[config.mk]
export PLATFORM = sky130hd
export DESIGN_NAME = pipeline_hazard_ctrl
export DESIGN_NICKNAME = d
export VERILOG_FILES = /design/src/rtl/pipeline_hazard_ctrl_pkg.sv /design/src/rtl/pipeline_hazard_ctrl_load_use_detect.sv /design/src/rtl/pipeline_hazard_ctrl.sv
export SDC_FILE = /design/constraint.sdc
export NUM_CORES = 1
export LEC_CHECK = 0
export BUFFER_PORTS_ARGS = -buffer_cell sky130_fd_sc_hd__buf_4
export CAP_MARGIN = 20
export CORE_UTILIZATION = 30
export CTS_CLUSTER_SIZE = 16
export DETAILED_ROUTE_END_ITERATION = 6
export PLACE_DENSITY = 0.49
export SLEW_MARGIN = 40
export SYNTH_ARGS = -nofsm -noshare
export SYNTH_HDL_FRONTEND = slang
export SYNTH_SLANG_ARGS = --single-unit
[constraint.sdc]
create_clock -name clk -period 2.7 [get_ports clk]
set_input_delay 0.27 -clock clk [delete_from_list [all_inputs] [get_ports clk]]
set_output_delay 0.27 -clock clk [all_outputs]
set_load 0.05 [all_outputs]
[src/rtl/pipeline_hazard_ctrl_pkg.sv]
// Shared constants and types for the pipeline hazard controller.
//   WORD_SIZE   : stall statistics counter width
//   WAIT_CNT_W  : memory-wait counter width (timeout at all-ones)
//   state_e     : sequencer states
//   ctrl_t      : bundle of stall/flush/pc-enable controls driven to the pipeline
package pipeline_hazard_ctrl_pkg;

  localparam int unsigned WORD_SIZE  = 16;
  localparam int unsigned WAIT_CNT_W = 4;
  localparam int unsigned REG_ADDR_W = 2;

  localparam logic [WAIT_CNT_W-1:0] WAIT_MAX  = {WAIT_CNT_W{1'b1}};
  localparam logic [WORD_SIZE-1:0]  STALL_MAX = {WORD_SIZE{1'b1}};

  typedef enum logic [1:0] {
    ST_RUN    = 2'd0,
    ST_D_WAIT = 2'd1,
    ST_I_WAIT = 2'd2,
    ST_HALT   = 2'd3
  } state_e;

  typedef struct packed {
    logic stall_if_id;
    logic stall_id_ex;
    logic stall_ex_mem;
    logic stall_mem_wb;
    logic flush_if_id;
    logic flush_id_ex;
    logic pc_write_en;
  } ctrl_t;

  // Control patterns, one per priority level
  localparam ctrl_t CTRL_RESET    = ctrl_t'(7'b0000_110);
  localparam ctrl_t CTRL_FREEZE   = ctrl_t'(7'b1111_000);
  localparam ctrl_t CTRL_REDIRECT = ctrl_t'(7'b0000_111);
  localparam ctrl_t CTRL_BUBBLE   = ctrl_t'(7'b1000_010);
  localparam ctrl_t CTRL_IMISS    = ctrl_t'(7'b0000_100);
  localparam ctrl_t CTRL_RUN      = ctrl_t'(7'b0000_001);

endpackage

[src/rtl/pipeline_hazard_ctrl_load_use_detect.sv]
// Load-use hazard comparator: flags an ID instruction that reads the
// destination of a load currently in EX.
//   rs_id/rt_id, use_rs/use_rt : ID source registers and their read enables
//   load_ex, reg_write_ex      : EX instruction is a load that writes the RF
//   wr_ex                      : EX destination register
//   load_use_c                 : hazard present (combinational)
module pipeline_hazard_ctrl_load_use_detect
  import pipeline_hazard_ctrl_pkg::*;
(
  input  logic [REG_ADDR_W-1:0] rs_id,
  input  logic [REG_ADDR_W-1:0] rt_id,
  input  logic                  use_rs,
  input  logic                  use_rt,
  input  logic                  load_ex,
  input  logic                  reg_write_ex,
  input  logic [REG_ADDR_W-1:0] wr_ex,
  output logic                  load_use_c
);

  logic rs_hit;
  logic rt_hit;

  assign rs_hit     = use_rs & (rs_id == wr_ex);
  assign rt_hit     = use_rt & (rt_id == wr_ex);
  assign load_use_c = load_ex & reg_write_ex & (rs_hit | rt_hit);

endmodule

[src/rtl/pipeline_hazard_ctrl.sv]
// Stall/flush sequencer for the 5-stage pipeline. Resolves load-use hazards,
// EX mispredicts, I/D memory waits and HALT drain; keeps debug statistics.
//   Inputs : hazard sources from ID/EX/MEM/WB and memory handshakes
//   Outputs: stall_*/flush_*/pc_write_en (combinational from state + inputs),
//            halted, mem_timeout_err (sticky), stall_cycles (saturating)
module pipeline_hazard_ctrl
  import pipeline_hazard_ctrl_pkg::*;
(
  input  logic                  clk,
  input  logic                  reset_n,
  input  logic [REG_ADDR_W-1:0] rs_ID,
  input  logic [REG_ADDR_W-1:0] rt_ID,
  input  logic                  use_rs_ID,
  input  logic                  use_rt_ID,
  input  logic                  d_readM_EX,
  input  logic                  RegWrite_EX,
  input  logic [REG_ADDR_W-1:0] write_reg_addr_EX,
  input  logic                  mispredict_EX,
  input  logic                  i_req,
  input  logic                  i_ready,
  input  logic                  d_req_MEM,
  input  logic                  d_ready,
  input  logic                  is_halted_WB,
  output logic                  stall_IF_ID,
  output logic                  stall_ID_EX,
  output logic                  stall_EX_MEM,
  output logic                  stall_MEM_WB,
  output logic                  flush_IF_ID,
  output logic                  flush_ID_EX,
  output logic                  pc_write_en,
  output logic                  halted,
  output logic                  mem_timeout_err,
  output logic [WORD_SIZE-1:0]  stall_cycles
);

  state_e                state_q, state_d;
  logic [WAIT_CNT_W-1:0] wait_cnt_q, wait_cnt_d;
  logic [WORD_SIZE-1:0]  stall_cnt_q, stall_cnt_d;
  logic                  timeout_q, timeout_d;

  logic  load_use;
  logic  dmiss;
  logic  imiss;
  logic  in_wait_q;
  logic  in_wait_d;
  ctrl_t ctrl_run;
  ctrl_t ctrl_out;

  pipeline_hazard_ctrl_load_use_detect u_load_use_detect (
    .rs_id        (rs_ID),
    .rt_id        (rt_ID),
    .use_rs       (use_rs_ID),
    .use_rt       (use_rt_ID),
    .load_ex      (d_readM_EX),
    .reg_write_ex (RegWrite_EX),
    .wr_ex        (write_reg_addr_EX),
    .load_use_c   (load_use)
  );

  // A completing access in the same cycle is not a miss
  assign dmiss = d_req_MEM & ~d_ready;
  assign imiss = i_req & ~i_ready;

  // Output priority mux (reset override applied separately)
  always_comb begin : out_mux
    ctrl_run = CTRL_RUN;
    if (state_q == ST_HALT) begin
      ctrl_run = CTRL_FREEZE;
    end else if (dmiss) begin
      ctrl_run = CTRL_FREEZE;
    end else if (mispredict_EX) begin
      ctrl_run = CTRL_REDIRECT;
    end else if (load_use) begin
      ctrl_run = CTRL_BUBBLE;
    end else if (imiss) begin
      ctrl_run = CTRL_IMISS;
    end
  end

  // While reset is held the pipeline registers are flushed and the PC frozen
  assign ctrl_out     = reset_n ? ctrl_run : CTRL_RESET;
  assign stall_IF_ID  = ctrl_out.stall_if_id;
  assign stall_ID_EX  = ctrl_out.stall_id_ex;
  assign stall_EX_MEM = ctrl_out.stall_ex_mem;
  assign stall_MEM_WB = ctrl_out.stall_mem_wb;
  assign flush_IF_ID  = ctrl_out.flush_if_id;
  assign flush_ID_EX  = ctrl_out.flush_id_ex;
  assign pc_write_en  = ctrl_out.pc_write_en;

  assign in_wait_q = (state_q == ST_D_WAIT) | (state_q == ST_I_WAIT);
  assign in_wait_d = (state_d == ST_D_WAIT) | (state_d == ST_I_WAIT);

  // Next state, wait counter and statistics
  always_comb begin : next_state
    state_d     = state_q;
    wait_cnt_d  = wait_cnt_q;
    stall_cnt_d = stall_cnt_q;
    timeout_d   = timeout_q;

    case (state_q)
      ST_RUN: begin
        if (dmiss) begin
          state_d = ST_D_WAIT;
        end else if (imiss) begin
          state_d = ST_I_WAIT;
        end
      end
      ST_D_WAIT: begin
        if (d_ready) begin
          state_d = ST_RUN;
        end
      end
      ST_I_WAIT: begin
        // A mispredict redirects the PC, so the pending fetch is abandoned
        if (dmiss) begin
          state_d = ST_D_WAIT;
        end else if (i_ready | mispredict_EX) begin
          state_d = ST_RUN;
        end
      end
      default: state_d = ST_HALT;
    endcase

    if (is_halted_WB) begin
      state_d = ST_HALT;
    end

    // Counter restarts on entry to a wait state, including I_WAIT -> D_WAIT
    if (in_wait_d && (state_d != state_q)) begin
      wait_cnt_d = '0;
    end else if (in_wait_q && (wait_cnt_q != WAIT_MAX)) begin
      wait_cnt_d = wait_cnt_q + WAIT_CNT_W'(1);
    end

    if (wait_cnt_d == WAIT_MAX) begin
      timeout_d = 1'b1;
    end

    if ((state_q != ST_HALT) && !ctrl_run.pc_write_en && (stall_cnt_q != STALL_MAX)) begin
      stall_cnt_d = stall_cnt_q + WORD_SIZE'(1);
    end
  end

  // State and statistics registers
  always_ff @(posedge clk or negedge reset_n) begin : regs
    if (!reset_n) begin
      state_q     <= ST_RUN;
      wait_cnt_q  <= '0;
      stall_cnt_q <= '0;
      timeout_q   <= 1'b0;
    end else begin
      state_q     <= state_d;
      wait_cnt_q  <= wait_cnt_d;
      stall_cnt_q <= stall_cnt_d;
      timeout_q   <= timeout_d;
    end
  end

  assign halted          = (state_q == ST_HALT);
  assign mem_timeout_err = timeout_q;
  assign stall_cycles    = stall_cnt_q;

endmodule

==> qor.yml, run 1 <==
floorplan_die_width_um: 71.3
wp_data_arrival_ns: 2.36
worstSetupStartpoint: "state_q[1]"
drcViolationCount: 4
static-leakage-power_uw: 0.000844
setup_viol: 0
pwr_density_cell_nw_per_um2: 621
unrepaired_setup_endpoints_after_global_routing: "no"
htreeDepth: 1
tns_ns: 0
clk-insertion-delay-late_ns: 0.26
max_freq_ghz: 0.448
critical_path.max_stage_delay_ns: 0.56
fillers: 449
core-area_um2: 4470
worst_r2r_startpoint: "state_q[1]"
placement.cell_area_um2: 1810
routed_wire_length_per_instance_um: 12.9
route.detailed.vias_per_inst: 5.12
slew-limit-headroom_pct: 61.2
yosysTopAreaCellShare_pct: 39.9
drt-pass1-iter-count: 6
gr-usage-all-layers_pct: 13.4
critical_path.top_delay_family: "compound AO/OA/AOI/OAI gates"
placementRows: 24
syn2layout_area_growth_pct: 29.5
vdd.ir_drop.worst_mv: 0.384
path_class: "reg2reg"
end_kind: "flip-flop"
die-height_um: 71.3
worstSetupEndpoint: "mem_timeout_err"
num-nets-final: 222
floorplan.io_pins: 43
hold_path.class: "in2reg"
critical-path-slowest-cell: "sky130_fd_sc_hd__o31ai_1"
critical_path.reg2reg.endpoint: "mem_timeout_err"
path_common_cell: "sky130_fd_sc_hd__o31ai_1"
max-clock-path-buffers: 2
remaining_overflow_grt: 0
gp_routability_congestion: 0.943
drt-total-wl_mm: 3.21
final_common_cell: "sky130_fd_sc_hd__buf_4"
netlist_area_um2: 1440
crit_path_max_fanout: 8
synth.distinct_cells: 37
tritoncts_num_sinks: 23
dieArea_um2: 5090
top_area_cells_in_the_synthesized_netlist: "sky130_fd_sc_hd__dfrtp_1, sky130_fd_sc_hd__xnor2_1, sky130_fd_sc_hd__ha_1, sky130_fd_sc_hd__nand3_1, sky130_fd_sc_hd__nor2_1"
drv.max_cap_violation_count: 0
worst_tran_pin_value_ns: 0.577
finalCritPeriodShare_pct: 82.6
grt_start_max_net_pins: 29
number_of_max_slew_violations_in_the_final_report: 0
floorplan.initialDensity_pct: 32.2
run_status: "finished, violations left"
start_kind: "flip-flop"
skew_ns: 0.00469
netlist.top_cell.by_area: "sky130_fd_sc_hd__dfrtp_1"
root_buffer: "sky130_fd_sc_hd__clkbuf_8"
via_count_of_the_first_global_routing_pass: 1199
setup.reg_to_reg.worst_slack_ns: 0.47
worst_ep_required_time_ns: 2.83
post-route-min-period_ns: 2.23
gate_count_of_the_mapped_netlist: 151
placement.io_buffers: 42
grt_first_pass_wirelength_mm: 5.54
drive_gt1_share_pct: 26.9
placed_wire_length_estimate_after_detailed_placement_mm: 2.43
timing.final.hold_violations: 0
synth_nets: 175
drt-initial-drc-count: 79
synth_seq_cells: 23
ys_seq_area_share_pct: 39.9
cts_made_buffers: 3
final_design_area_no_fill_um2: 1870
num_vias: 1275
hold_slack_ns: 0.332
antenna_left: 0
worstRegToRegCells: 7
cell_breakdown_of_the_critical_path: "inv_1 -> ha_1 -> and2_1 -> a211oi_1 -> o211ai_1 -> o31ai_1 -> o31ai_1"
antenna_found_initial: 0
worstPathBufferInverterCount: 1
path_depth: 7
insertedDiodeCount: 0
violations: "DRC"
post_synth.cell_area_avg_um2: 9.55
clk_pin_slew_worst_paths_ns: 0.08
cts_tree: "done"
layout_common_cells: "sky130_fd_sc_hd__buf_4, sky130_fd_sc_hd__dfrtp_1, sky130_fd_sc_hd__xnor2_1"
yosysWarningCount: 0
[report_power, final]
part | switching (uW) | internal [uW]
sequential | 77.9 | 400
combinational | 300 | 167
clock | 112 | 103
total | 490 | 670
[flip-flops by register name, indices dropped and copies added, names as in the netlist]
signal,flops
mem_timeout_err,1
wait_cnt_q,4
stall_cycles,16
state_q,2
[worst min path at each step]
stage,from,end,cells after the start
final,is_halted_WB,state_q[1],3
after CTS,is_halted_WB,state_q[1],3
after global placement,reset_n,stall_cycles[7],1
after detailed placement,reset_n,stall_cycles[7],1
after global routing,is_halted_WB,state_q[1],3
after floorplan,reset_n,mem_timeout_err,0
[routing by layer]
layer | GRT usage [%] | routed length, um
met3 | 3.38 | 140
met5 | 0 | 0
met1 | 17.7 | 1470
met4 | 2.00 | 10
met2 | 22.6 | 1580
[through the flow]
step	cells	setup slack, ns	util [%]	total power, uW
after floorplan	151	0.105	-	804
after global placement	244	0.600	40.5	942
after detailed placement	244	0.474	40.5	951
after CTS	249	0.463	41.7	1170
after global routing	249	0.163	41.7	1240
final	249	0.470	41.7	1160
[synth_stat cells]
master and instances:
sky130_fd_sc_hd__a211o_1 1, sky130_fd_sc_hd__a211oi_1 1, sky130_fd_sc_hd__a21oi_1 5, sky130_fd_sc_hd__a221o_1 1, sky130_fd_sc_hd__and2_1 4, sky130_fd_sc_hd__and3_1 2, sky130_fd_sc_hd__and3b_1 1, sky130_fd_sc_hd__and4_1 4
sky130_fd_sc_hd__buf_4 2, sky130_fd_sc_hd__buf_6 1, sky130_fd_sc_hd__dfrtp_1 23, sky130_fd_sc_hd__ha_1 6, sky130_fd_sc_hd__inv_1 8, sky130_fd_sc_hd__mux2_2 2, sky130_fd_sc_hd__mux2i_1 1, sky130_fd_sc_hd__nand2_1 9
sky130_fd_sc_hd__nand2b_1 3, sky130_fd_sc_hd__nand3_1 15, sky130_fd_sc_hd__nand3_2 1, sky130_fd_sc_hd__nand4_1 5, sky130_fd_sc_hd__nor2_1 13, sky130_fd_sc_hd__nor2b_1 3, sky130_fd_sc_hd__nor3_1 1, sky130_fd_sc_hd__nor3b_1 2
sky130_fd_sc_hd__nor4_1 1, sky130_fd_sc_hd__nor4_4 1, sky130_fd_sc_hd__nor4bb_1 1, sky130_fd_sc_hd__o211ai_1 2, sky130_fd_sc_hd__o21a_1 1, sky130_fd_sc_hd__o21ai_0 5, sky130_fd_sc_hd__o221a_1 1, sky130_fd_sc_hd__o22a_1 1
sky130_fd_sc_hd__o31ai_1 3, sky130_fd_sc_hd__o31ai_2 1, sky130_fd_sc_hd__or3_1 1, sky130_fd_sc_hd__xnor2_1 17, sky130_fd_sc_hd__xor2_1 2
[final cells by class]
class	instances	area, um^2	share of cell area, %
Clock buffer	3	41.3	2.21
Clock inverter	1	5.00	0.268
Inverter	8	30.0	1.61
Multi-Input combinational cell	117	810	43.4
Sequential cell	23	576	30.8
Tap cell	52	65.1	3.49
Timing Repair Buffer	45	340	18.2
[worst min-delay path, cell delays in order]
cell	delay, ns
sky130_fd_sc_hd__buf_4	0.08
sky130_fd_sc_hd__nor2_1	0.05
sky130_fd_sc_hd__o211ai_1	0.14
[logic make-up (layout without fill, tap and decap cells)]
logic type	count (synthesis)	in the layout	synth area share (%)
and+or+nand+nor	67	67	26.5
muxes	3	3	2.26
adders and majority gates	6	6	5.21
buffers and inverters	11	57	3.91
xor gates and xnor gates	19	19	11.5
AOI/OAI and AO/OA	22	22	10.7
DFF	23	23	39.9
[what timing repair did]
item | CTS | global route
setup endpoints to repair | 0 | 0
gates resized for setup | 0 | 0
setup buffers | 0 | 0
hold endpoints to repair | 23 | 0
hold buffers | 1 | 0
Note: power is estimated with default switching activity, not from simulation.
==> inputs of run 2 (changes only) <==
clock period = 2.13 ns   (was 2.7 ns; I/O delays follow)
==> qor.yml, run 2 (same netlist as run 1, synthesis figures left out) <==
clk-insertion-delay-late_ns: 0.27  # about the same
final_design_area_no_fill_um2: 1990  # +6.4%
wp_data_arrival_ns: 2.17  # -0.19 ns
start_kind: "flip-flop"
number_of_flip_flops_under_the_largest_register_name: 16  # unchanged
dieArea_um2: 5090  # unchanged
gr-usage-all-layers_pct: 14.0  # +0.59 points
slew-limit-headroom_pct: 73.3  # +12 points
worstSetupStartpoint: "state_q[1]"
static-leakage-power_uw: 0.000888  # +5.3%
via_count_of_the_first_global_routing_pass: 1241  # +3.5%
path_class: "reg2reg"
pwr_density_cell_nw_per_um2: 766  # +23%
drcViolationCount: 6  # +2
antenna_found_initial: 0  # unchanged
critical_path.max_stage_delay_ns: 0.45  # -0.11 ns
worstPathBufferInverterCount: 1  # unchanged
root_buffer: "sky130_fd_sc_hd__clkbuf_8"
multi_input_area_um2: 872  # +7.7%
violations: "DRC, hold timing"
max_freq_ghz: 0.496  # +11%
floorplan_die_width_um: 71.3  # unchanged
worst_tran_pin_value_ns: 0.399  # -0.177 ns
share_seq_of_total_power_pct: 39.5  # -1.7 points
drt-initial-drc-count: 50  # -37%
hold_path.class: "in2async"
worst_r2r_startpoint: "state_q[1]"
max-clock-path-buffers: 2  # unchanged
power.net_switching_uw: 644  # +32%
placement.cell_area_um2: 1860  # +2.5%
cell_internal_pwr_uw: 878  # +31%
worst_ep_required_time_ns: 2.28  # -0.55 ns
fillers: 424  # -5.6%
number_of_max_slew_violations_in_the_final_report: 0  # unchanged
placementRows: 24  # unchanged
gp_routability_congestion: 0.933  # -1.0%
insertedDiodeCount: 0  # unchanged
postLayoutCoreUtil_pct: 44.4  # +2.7 points
floorplan.io_pins: 43  # unchanged
vdd.ir_drop.worst_mv: 0.395  # +2.9%
routed_wire_length_per_instance_um: 13.8  # +7.2%
placed_wire_length_estimate_after_detailed_placement_mm: 2.68  # +10%
die-height_um: 71.3  # unchanged
route.detailed.vias_per_inst: 5.22  # +1.9%
power_frac_clock_pct: 18.2  # -0.4 points
critical-path-slowest-cell: "sky130_fd_sc_hd__dfrtp_2"
netSwitchingFraction_pct: 42.3  # +0.082 points
drt-total-wl_mm: 3.52  # +9.8%
num-nets-final: 228  # +2.7%
run_status: "finished, violations left"
timing.final.hold_violations: 5  # +5
combinational_cell_fraction_of_total_power_pct: 42.3  # +2.1 points
syn2layout_area_growth_pct: 37.8
htreeDepth: 1  # unchanged
cell_breakdown_of_the_critical_path: "buf_4 -> ha_1 -> nor3b_1 -> a221o_1 -> a21oi_4 -> o211ai_1 -> o31ai_4 -> o31ai_2"
layout_common_cells: "sky130_fd_sc_hd__buf_4, sky130_fd_sc_hd__dfrtp_1, sky130_fd_sc_hd__xnor2_1"
area.sequential_um2: 578  # +0.43%
setup_viol: 0  # unchanged
num_vias: 1331  # +4.4%
crit_path_max_fanout: 7  # -1
drt-pass1-iter-count: 6  # unchanged
tritoncts_num_sinks: 23  # unchanged
final_common_cell: "sky130_fd_sc_hd__buf_4"
post-route-min-period_ns: 2.02  # -0.212 ns
finalCritPeriodShare_pct: 94.7  # +12 points
grt_first_pass_wirelength_mm: 5.72  # +3.2%
cts_made_buffers: 3  # unchanged
drive_gt1_share_pct: 35.0  # +8.1 points
skew_ns: 0.0107  # +0.00601 ns
grt_start_max_net_pins: 24  # -17%
critical_path.top_delay_family: "compound AO/OA/AOI/OAI gates"
placement.io_buffers: 42  # unchanged
antenna_left: 0  # unchanged
drv.max_cap_violation_count: 0  # unchanged
cts_tree: "done"
core-area_um2: 4470  # unchanged
setup_ws_ns: 0.112  # -0.358 ns
clk_pin_slew_worst_paths_ns: 0.09  # about the same
place_worst_setup_slack_ns: -0.214  # -0.688 ns
hold_slack_ns: -0.00618  # -0.338 ns
floorplan.initialDensity_pct: 32.2  # unchanged
end_kind: "flip-flop"
remaining_overflow_grt: 0  # unchanged
run 2: changes by cell type in the layout (fill, tap and decap cells not counted), moves of 2 or more:
cell | previous run | this run
sky130_fd_sc_hd__buf_4 | 44 | 50
sky130_fd_sc_hd__ha_1 | 6 | 4
sky130_fd_sc_hd__o31ai_2 | 1 | 3
sky130_fd_sc_hd__dfrtp_1 | 23 | 21
sky130_fd_sc_hd__o31ai_1 | 3 | 0
sky130_fd_sc_hd__dfrtp_2 | 0 | 2
sky130_fd_sc_hd__ha_2 | 0 | 2
run 2: final timing paths:
kind,to,slack (ns),depth (start not counted)
setup reg to reg,mem_timeout_err,0.11,8
hold / removal,stall_cycles[2],-0.006,2
min in group clk,state_q[1],0.27,3
max in group asynchronous,state_q[1],1.87,2
setup / recovery,mem_timeout_err,0.11,8
hold reg to reg,mem_timeout_err,0.49,2
run 2: worst reg2reg max path: stages (launching register included):
cell and delay, ns:
sky130_fd_sc_hd__dfrtp_2 0.45, sky130_fd_sc_hd__buf_4 0.15, sky130_fd_sc_hd__ha_1 0.20, sky130_fd_sc_hd__nor3b_1 0.16
sky130_fd_sc_hd__a221o_1 0.30, sky130_fd_sc_hd__a21oi_4 0.23, sky130_fd_sc_hd__o211ai_1 0.17, sky130_fd_sc_hd__o31ai_4 0.13
sky130_fd_sc_hd__o31ai_2 0.12
run 2: area by class of cell:
| cell class | count | share of cell area (%) |
|---|---|---|
| sequential | 23 | 29.1 |
| tap | 52 | 3.27 |
| inverter | 8 | 1.51 |
| timing repair buffer | 51 | 19.9 |
| clock inverter | 1 | 0.252 |
| multi-input combinational | 117 | 43.9 |
| clock buffer | 3 | 2.08 |
run 2: power by group through the flow:
| stage | clock (uW) | combinational, uW | sequential (uW) |
|---|---|---|---|
| after floorplan | 0 | 292 | 732 |
| after global placement | 0 | 599 | 606 |
| after detailed placement | 0 | 610 | 610 |
| after CTS | 283 | 621 | 602 |
| after global routing | 303 | 686 | 616 |
| final | 277 | 644 | 601 |
run 2: per-stage QoR:
stage | hold WS [ns] | cells | TNS [ns] | total power [uW]
final | -0.00618 | 255 | 0 | 1520
after global routing | 0.0249 | 255 | -0.0405 | 1600
after CTS | 0.0104 | 251 | 0 | 1510
after detailed placement | 0.309 | 247 | -0.700 | 1220
after global placement | 0.304 | 247 | 0 | 1200
after floorplan | -0.0826 | 151 | 0 | 1020
run 2: repair_timing:
action | 4_1_cts | 5_1_grt
setup endpoints to repair | 5 | 5
buffers inserted | 0 | 4
hold endpoints to repair | 0 | 0
gates resized for setup | 3 | 8
pin swaps | 1 | 4
hold buffers | 0 | 0
run 2: metal layers:
metal / vias to the layer above / GRT usage (%) / routed length, um
met2: 48 / 24.6 / 1720
met5: - / 0 / 0
met4: 0 / 4.00 / 67
met3: 6 / 2.11 / 167
met1: 640 / 17.9 / 1570
li1: 637 / - / -
